==> src/rtl/ulx3s_reset_ce_sequencer.sv <==
// ulx3s_reset_ce_sequencer: lock-qualified staggered reset release and
// per-domain clock-enable strobes, all in the PLL output clock domain.
//
// Ports:
//   clock           PLL output clock (only clock)
//   resetn          synchronous active-low reset
//   pll_locked      raw PLL LOCK, asynchronous to clock
//   rst_out_n[NCH]  per-domain active-low resets, released in order 0..NCH-1
//   ce[NCH]         per-domain clock-enable strobes, one pulse every DIVS[i]
//   ready           all channels released
//   lock_loss_count saturating count of lock losses after release began

module ulx3s_reset_ce_sequencer #(
  parameter int                   NCH         = 4,
  parameter int                   DIVW        = 8,
  parameter logic [NCH*DIVW-1:0]  DIVS        = {8'd8, 8'd4, 8'd2, 8'd1},
  parameter int                   LOCK_CYCLES = 1024,
  parameter int                   STAGGER     = 16,
  parameter int                   LOSSW       = 8
) (
  input  logic             clock,
  input  logic             resetn,
  input  logic             pll_locked,
  output logic [NCH-1:0]   rst_out_n,
  output logic [NCH-1:0]   ce,
  output logic             ready,
  output logic [LOSSW-1:0] lock_loss_count
);

  localparam int CW = $clog2(LOCK_CYCLES + 1);
  localparam int SW = $clog2(STAGGER + 1);
  localparam int IW = (NCH > 1) ? $clog2(NCH) : 1;

  localparam logic [CW-1:0] LC_LAST  = CW'(LOCK_CYCLES - 1);
  localparam logic [SW-1:0] STG_LAST = SW'(STAGGER - 1);
  localparam logic [IW-1:0] CH_LAST  = IW'(NCH - 1);
  localparam logic [IW-1:0] CH_ONE   = IW'(1);

  localparam logic [1:0] S_WAIT   = 2'd0;
  localparam logic [1:0] S_STABLE = 2'd1;
  localparam logic [1:0] S_REL    = 2'd2;
  localparam logic [1:0] S_RUN    = 2'd3;

  // synchroniser
  logic             r_sync1;
  logic             r_lk_s;

  // sequencer state
  logic [1:0]       r_state;
  logic [CW-1:0]    r_scnt;
  logic [SW-1:0]    r_stg;
  logic [IW-1:0]    r_ch;
  logic [NCH-1:0]   r_rst;
  logic             r_ready;
  logic [LOSSW-1:0] r_loss;

  // clock-enable dividers
  logic [DIVW-1:0]  r_dc [NCH];
  logic [NCH-1:0]   r_ce;

  // next-state
  logic [1:0]       w_state_n;
  logic [CW-1:0]    w_scnt_n;
  logic [SW-1:0]    w_stg_n;
  logic [IW-1:0]    w_ch_n;
  logic [NCH-1:0]   w_rel_n;
  logic             w_ready_n;
  logic [LOSSW-1:0] w_loss_n;
  logic             w_lost;

  // divisor minus one per channel; a zero divisor behaves as one
  logic [DIVW-1:0]  w_dm1 [NCH];

  for (genvar g = 0; g < NCH; g++) begin : g_div
    localparam logic [DIVW-1:0] D = DIVS[g*DIVW +: DIVW];
    assign w_dm1[g] = (D == '0) ? '0 : D - 1'b1;
  end

  assign w_lost = !r_lk_s && (r_state == S_REL || r_state == S_RUN);

  always_comb begin
    w_state_n = r_state;
    w_scnt_n  = r_scnt;
    w_stg_n   = r_stg;
    w_ch_n    = r_ch;
    w_rel_n   = r_rst;
    w_ready_n = r_ready;
    w_loss_n  = r_loss;
    if (w_lost) begin
      // lock dropped after release started: pull everything down
      w_state_n = S_WAIT;
      w_scnt_n  = '0;
      w_stg_n   = '0;
      w_ch_n    = '0;
      w_rel_n   = '0;
      w_ready_n = 1'b0;
      w_loss_n  = (&r_loss) ? r_loss : r_loss + 1'b1;
    end else begin
      unique case (1'b1)
        (r_state == S_WAIT): begin
          w_scnt_n = '0;
          if (r_lk_s) begin
            w_state_n = S_STABLE;
            w_scnt_n  = CW'(1);
          end
        end
        (r_state == S_STABLE): begin
          if (!r_lk_s) begin
            w_state_n = S_WAIT;
            w_scnt_n  = '0;
          end else if (r_scnt == LC_LAST) begin
            // this cycle is the LOCK_CYCLES-th consecutive high sample
            w_scnt_n   = '0;
            w_stg_n    = '0;
            w_rel_n[0] = 1'b1;
            if (NCH == 1) begin
              w_state_n = S_RUN;
              w_ready_n = 1'b1;
            end else begin
              w_state_n = S_REL;
              w_ch_n    = CH_ONE;
            end
          end else begin
            w_scnt_n = r_scnt + 1'b1;
          end
        end
        (r_state == S_REL): begin
          if (r_stg == STG_LAST) begin
            w_stg_n       = '0;
            w_rel_n[r_ch] = 1'b1;
            if (r_ch == CH_LAST) begin
              w_state_n = S_RUN;
              w_ready_n = 1'b1;
            end else begin
              w_ch_n = r_ch + 1'b1;
            end
          end else begin
            w_stg_n = r_stg + 1'b1;
          end
        end
        (r_state == S_RUN): begin
          w_rel_n   = '1;
          w_ready_n = 1'b1;
        end
        default: begin
          w_state_n = S_WAIT;
          w_scnt_n  = '0;
          w_stg_n   = '0;
          w_ch_n    = '0;
          w_rel_n   = '0;
          w_ready_n = 1'b0;
        end
      endcase
    end
  end

  always_ff @(posedge clock) begin
    if (!resetn) begin
      r_sync1 <= 1'b0;
      r_lk_s  <= 1'b0;
      r_state <= S_WAIT;
      r_scnt  <= '0;
      r_stg   <= '0;
      r_ch    <= '0;
      r_rst   <= '0;
      r_ready <= 1'b0;
      r_loss  <= '0;
    end else begin
      r_sync1 <= pll_locked;
      r_lk_s  <= r_sync1;
      r_state <= w_state_n;
      r_scnt  <= w_scnt_n;
      r_stg   <= w_stg_n;
      r_ch    <= w_ch_n;
      r_rst   <= w_rel_n;
      r_ready <= w_ready_n;
      r_loss  <= w_loss_n;
    end
  end

  // A divider runs only while its channel was released last cycle and
  // stays released this cycle, so a loss kills the strobe immediately
  // and the counter restarts from 0 on the next release.
  always_ff @(posedge clock) begin
    if (!resetn) begin
      for (int i = 0; i < NCH; i++) begin
        r_dc[i] <= '0;
      end
      r_ce <= '0;
    end else begin
      for (int i = 0; i < NCH; i++) begin
        if (r_rst[i] && w_rel_n[i]) begin
          r_ce[i] <= (r_dc[i] == w_dm1[i]);
          r_dc[i] <= (r_dc[i] == w_dm1[i]) ? '0 : r_dc[i] + 1'b1;
        end else begin
          r_ce[i] <= 1'b0;
          r_dc[i] <= '0;
        end
      end
    end
  end

  assign rst_out_n       = r_rst;
  assign ce              = r_ce;
  assign ready           = r_ready;
  assign lock_loss_count = r_loss;

endmodule

==> config.mk <==
export PLATFORM = sky130hd
export DESIGN_NAME = ulx3s_reset_ce_sequencer
export DESIGN_NICKNAME = d
export VERILOG_FILES = /design/src/rtl/ulx3s_reset_ce_sequencer.sv
export SDC_FILE = /design/constraint.sdc
export NUM_CORES = 1
export LEC_CHECK = 0
export ABC_AREA = 1
export BUFFER_PORTS_ARGS = -buffer_cell sky130_fd_sc_hd__buf_2
export CAP_MARGIN = 10
export CORE_UTILIZATION = 60
export CTS_BUF_LIST = sky130_fd_sc_hd__clkbuf_8
export CTS_CLUSTER_SIZE = 20
export DETAILED_ROUTE_END_ITERATION = 6
export PLACE_DENSITY = 0.78
export SLEW_MARGIN = 10
export SYNTH_ARGS = -nofsm -noshare
export SYNTH_HDL_FRONTEND = slang
export SYNTH_SLANG_ARGS = --single-unit
==> constraint.sdc <==
create_clock -name clock -period 5 [get_ports clock]
set_clock_uncertainty 0.2 [all_clocks]
set_input_delay 0.5 -clock clock [delete_from_list [all_inputs] [get_ports clock]]
set_output_delay 0.5 -clock clock [all_outputs]
set_load 0.1 [all_outputs]
==> impl_metrics.json <==
{
  "crit_path_start_kind": "flip-flop",
  "setup_viol": 0,
  "cts.sinks": 71,
  "final_common_cell": "nor2_1",
  "via_per_inst": 4.989,
  "vias": 2839,
  "p_sw_w": 0.0003047,
  "antenna_found_initial": 0,
  "cell_internal_pwr_w": 0.0009293,
  "die_w_um": 80.51,
  "drtAntennaViolNets": 0,
  "worst_pin_slew_ns": 0.6799,
  "clk_latency_ns": 0.35,
  "overflow": 0,
  "p_sw_share_pct": 24.69,
  "power.leakage_nw": 1.758,
  "hold_slack_ns": 0.1457,
  "ys_ff_latch": 71,
  "cts-root-buf": "clkbuf_8",
  "start_util_pct": 62.47,
  "combPwrFrac_pct": 9.2,
  "vdd_drop_max_uv": 175.0,
  "path_class": "flip-flop to flip-flop",
  "grt_pass1_wl_um": 10940,
  "ios": 20,
  "coreArea_um2": 5921,
  "fin_crit_sh_pct": 47.73,
  "slew_headroom_pct": 54.58,
  "finalMaxSlewViolations": 0,
  "syn-mean-instance-area_um2": 8.581,
  "fp-row-count": 28,
  "seq_area_um2": 1742,
  "nFillCells": 462,
  "nets": 509,
  "clockBufferDepth": 2,
  "gp_congestion": 0.8768,
  "maxCapViolCount": 0,
  "synthCells": 431,
  "tritoncts": "yes",
  "utilization_pct": 70.73,
  "cts_post_setup_buffers_inserted": 0,
  "yosysUniqueCellTypes": 30,
  "p_per_area_nw_per_um2": 294.7,
  "ctsHoldBuffers": 0,
  "cts.reportedPaths.clkPinSlew_ns": 0.07,
  "cpMaxStageDelayCell": "ha_1",
  "worstPathArrival_ns": 2.37,
  "cts_inserted_buffers": 9,
  "drc": 0,
  "crit_chain": "inv_1, ha_1, clkinv_8, nand2_8, inv_2, a21oi_4, nand4_4, a21oi_1",
  "grt_pass1_vias": 2628,
  "wirelength_um": 6473,
  "die_h_um": 80.51,
  "grt.total_usage_pct": 22.29,
  "endpoint_kind": "flip-flop",
  "wl_per_cell_um": 11.38,
  "ctsHtreeMaxLevel": 3,
  "yosysSeqAreaShare_pct": 47.09,
  "area_delta_synth_final_pct": 13.23,
  "post_cts_resized": 0,
  "synth_warnings": 0,
  "fmax_mhz": 419.0,
  "grt_start_max_net_pins": 12,
  "n_antenna_cell": 0,
  "clockPowerShare_pct": 38.9,
  "drt-initial-drc-count": 151,
  "p_seq_share_pct": 51.9,
  "drive_gt1_share_pct": 9.919,
  "hold_violations": 0,
  "io_buffers": 19,
  "critPathMaxFanout": 9,
  "mostFrequentLayoutCells": "nor2_1 (76), nand2_1 (73), inv_1 (50)",
  "die_area_um2": 6482,
  "min_period_ns": 2.387,
  "netlist_area_um2": 3699,
  "min_path_type": "input pin to flip-flop",
  "drt_first_pass_iters": 4,
  "place_hpwl_um": 4806,
  "status": "finished, final reports clean",
  "multi_input_area_um2": 1846,
  "fin_setup_tns_ns": 0,
  "required_ns": 4.99,
  "rsz0062_at_grt": "no",
  "max_stage_delay_ns": 0.43
}
power groups by stage:
stage	Clock [W]	Combinational, W	Sequential, W
floorplan	0	0.0000785	0.000660
global placement	0	0.000109	0.000651
detailed placement	0	0.000111	0.000653
CTS	0.000488	0.000113	0.000640
global route	0.000516	0.000129	0.000642
finish	0.000480	0.000114	0.000640
cells in the mapped netlist:
master	count	share of area [%]
o21ai_0	11	1.5
xor2_1	18	4.3
nand3_1	29	3.9
nand2_4	2	0.61
nand2_1	73	7.4
a21oi_1	26	3.5
conb_1	1	0.10
o21bai_1	3	0.61
nand4_4	4	2.3
nor3_1	11	1.5
xnor2_1	10	2.4
o21ai_1	1	0.14
a21oi_4	1	0.44
inv_4	1	0.17
nor2_1	76	7.7
nor3_2	2	0.54
inv_2	2	0.20
or2_2	1	0.17
nand2_8	1	0.54
buf_6	1	0.30
inv_1	47	4.8
a31oi_1	2	0.34
ha_1	17	5.8
buf_2	2	0.27
o211ai_1	1	0.20
clkinv_8	1	0.44
a21oi_2	2	0.47
dfxtp_1	39	21
nand4_1	14	2.4
edfxtp_1	32	26
metal layers:
metal  global-route usage [%]  wire, um  vias up
met1                    26.55      3054     1263
met2                    35.85      3015       53
met5                        0         0        -
li1                         -         -     1509
met4                    12.86       181        0
met3                    6.136       222       14
worst paths after layout:
check	startpoint	endpoint	slack, ns	depth (start not counted)
max	r_state[0]	r_dc[2][2]	2.61	8
min	pll_locked	r_sync1	0.15	3
max reg2reg	r_state[0]	r_dc[2][2]	2.61	8
min reg2reg	r_sync1	r_lk_s	0.20	2
kinds of logic (layout without fill, tap and decap cells):
| kind of cell | Yosys count | in the layout | share of synthesized area [%] |
|---|---|---|---|
| other | 1 | 32 | 0.1014 |
| XOR/XNOR | 28 | 28 | 6.630 |
| buffers and inverters | 54 | 86 | 6.157 |
| AND/OR/NAND/NOR | 213 | 213 | 27.06 |
| AO/OA/AOI/OAI | 47 | 47 | 7.206 |
| flip-flops | 71 | 71 | 47.09 |
| adder cells (fa/ha/maj) | 17 | 17 | 5.751 |
final cells by class:
type,count,area share [%]
tap,75,2.241
clock inverter,7,1.942
sequential,71,41.59
inverter,51,4.930
clock buffer,9,2.958
multi-input combinational,337,44.07
timing repair buffer,19,2.271
sequential cells by signal (all words and copies together), names as in the netlist:
register         flops
r_dc                32
r_scnt              11
lock_loss_count      8
r_stg                5
ce                   4
rst_out_n            4
r_ch                 2
r_state              2
r_lk_s               1
r_sync1              1
ready                1
critical path, delay by kind of cell (launching register included):
family,cells,cell delay (ns)
flip-flops,1,0.34
adder cells (fa/ha/maj),1,0.43
buffers and inverters,3,0.32
AO/OA/AOI/OAI,2,0.59
AND/OR/NAND/NOR,2,0.34
stage by stage:
| stage | setup slack (ns) | total power [W] | instances | cell area [um2] |
|---|---|---|---|---|
| after floorplan | 2.671 | 0.0007387 | 462 | 3815 |
| after global placement | 2.734 | 0.0007600 | 553 | 3983 |
| after detailed placement | 2.615 | 0.0007640 | 553 | 3983 |
| after CTS | 2.590 | 0.001240 | 569 | 4188 |
| after global routing | 2.450 | 0.001286 | 569 | 4188 |
| final | 2.613 | 0.001234 | 569 | 4188 |
No activity file was read; power rests on OpenSTA's default activity.
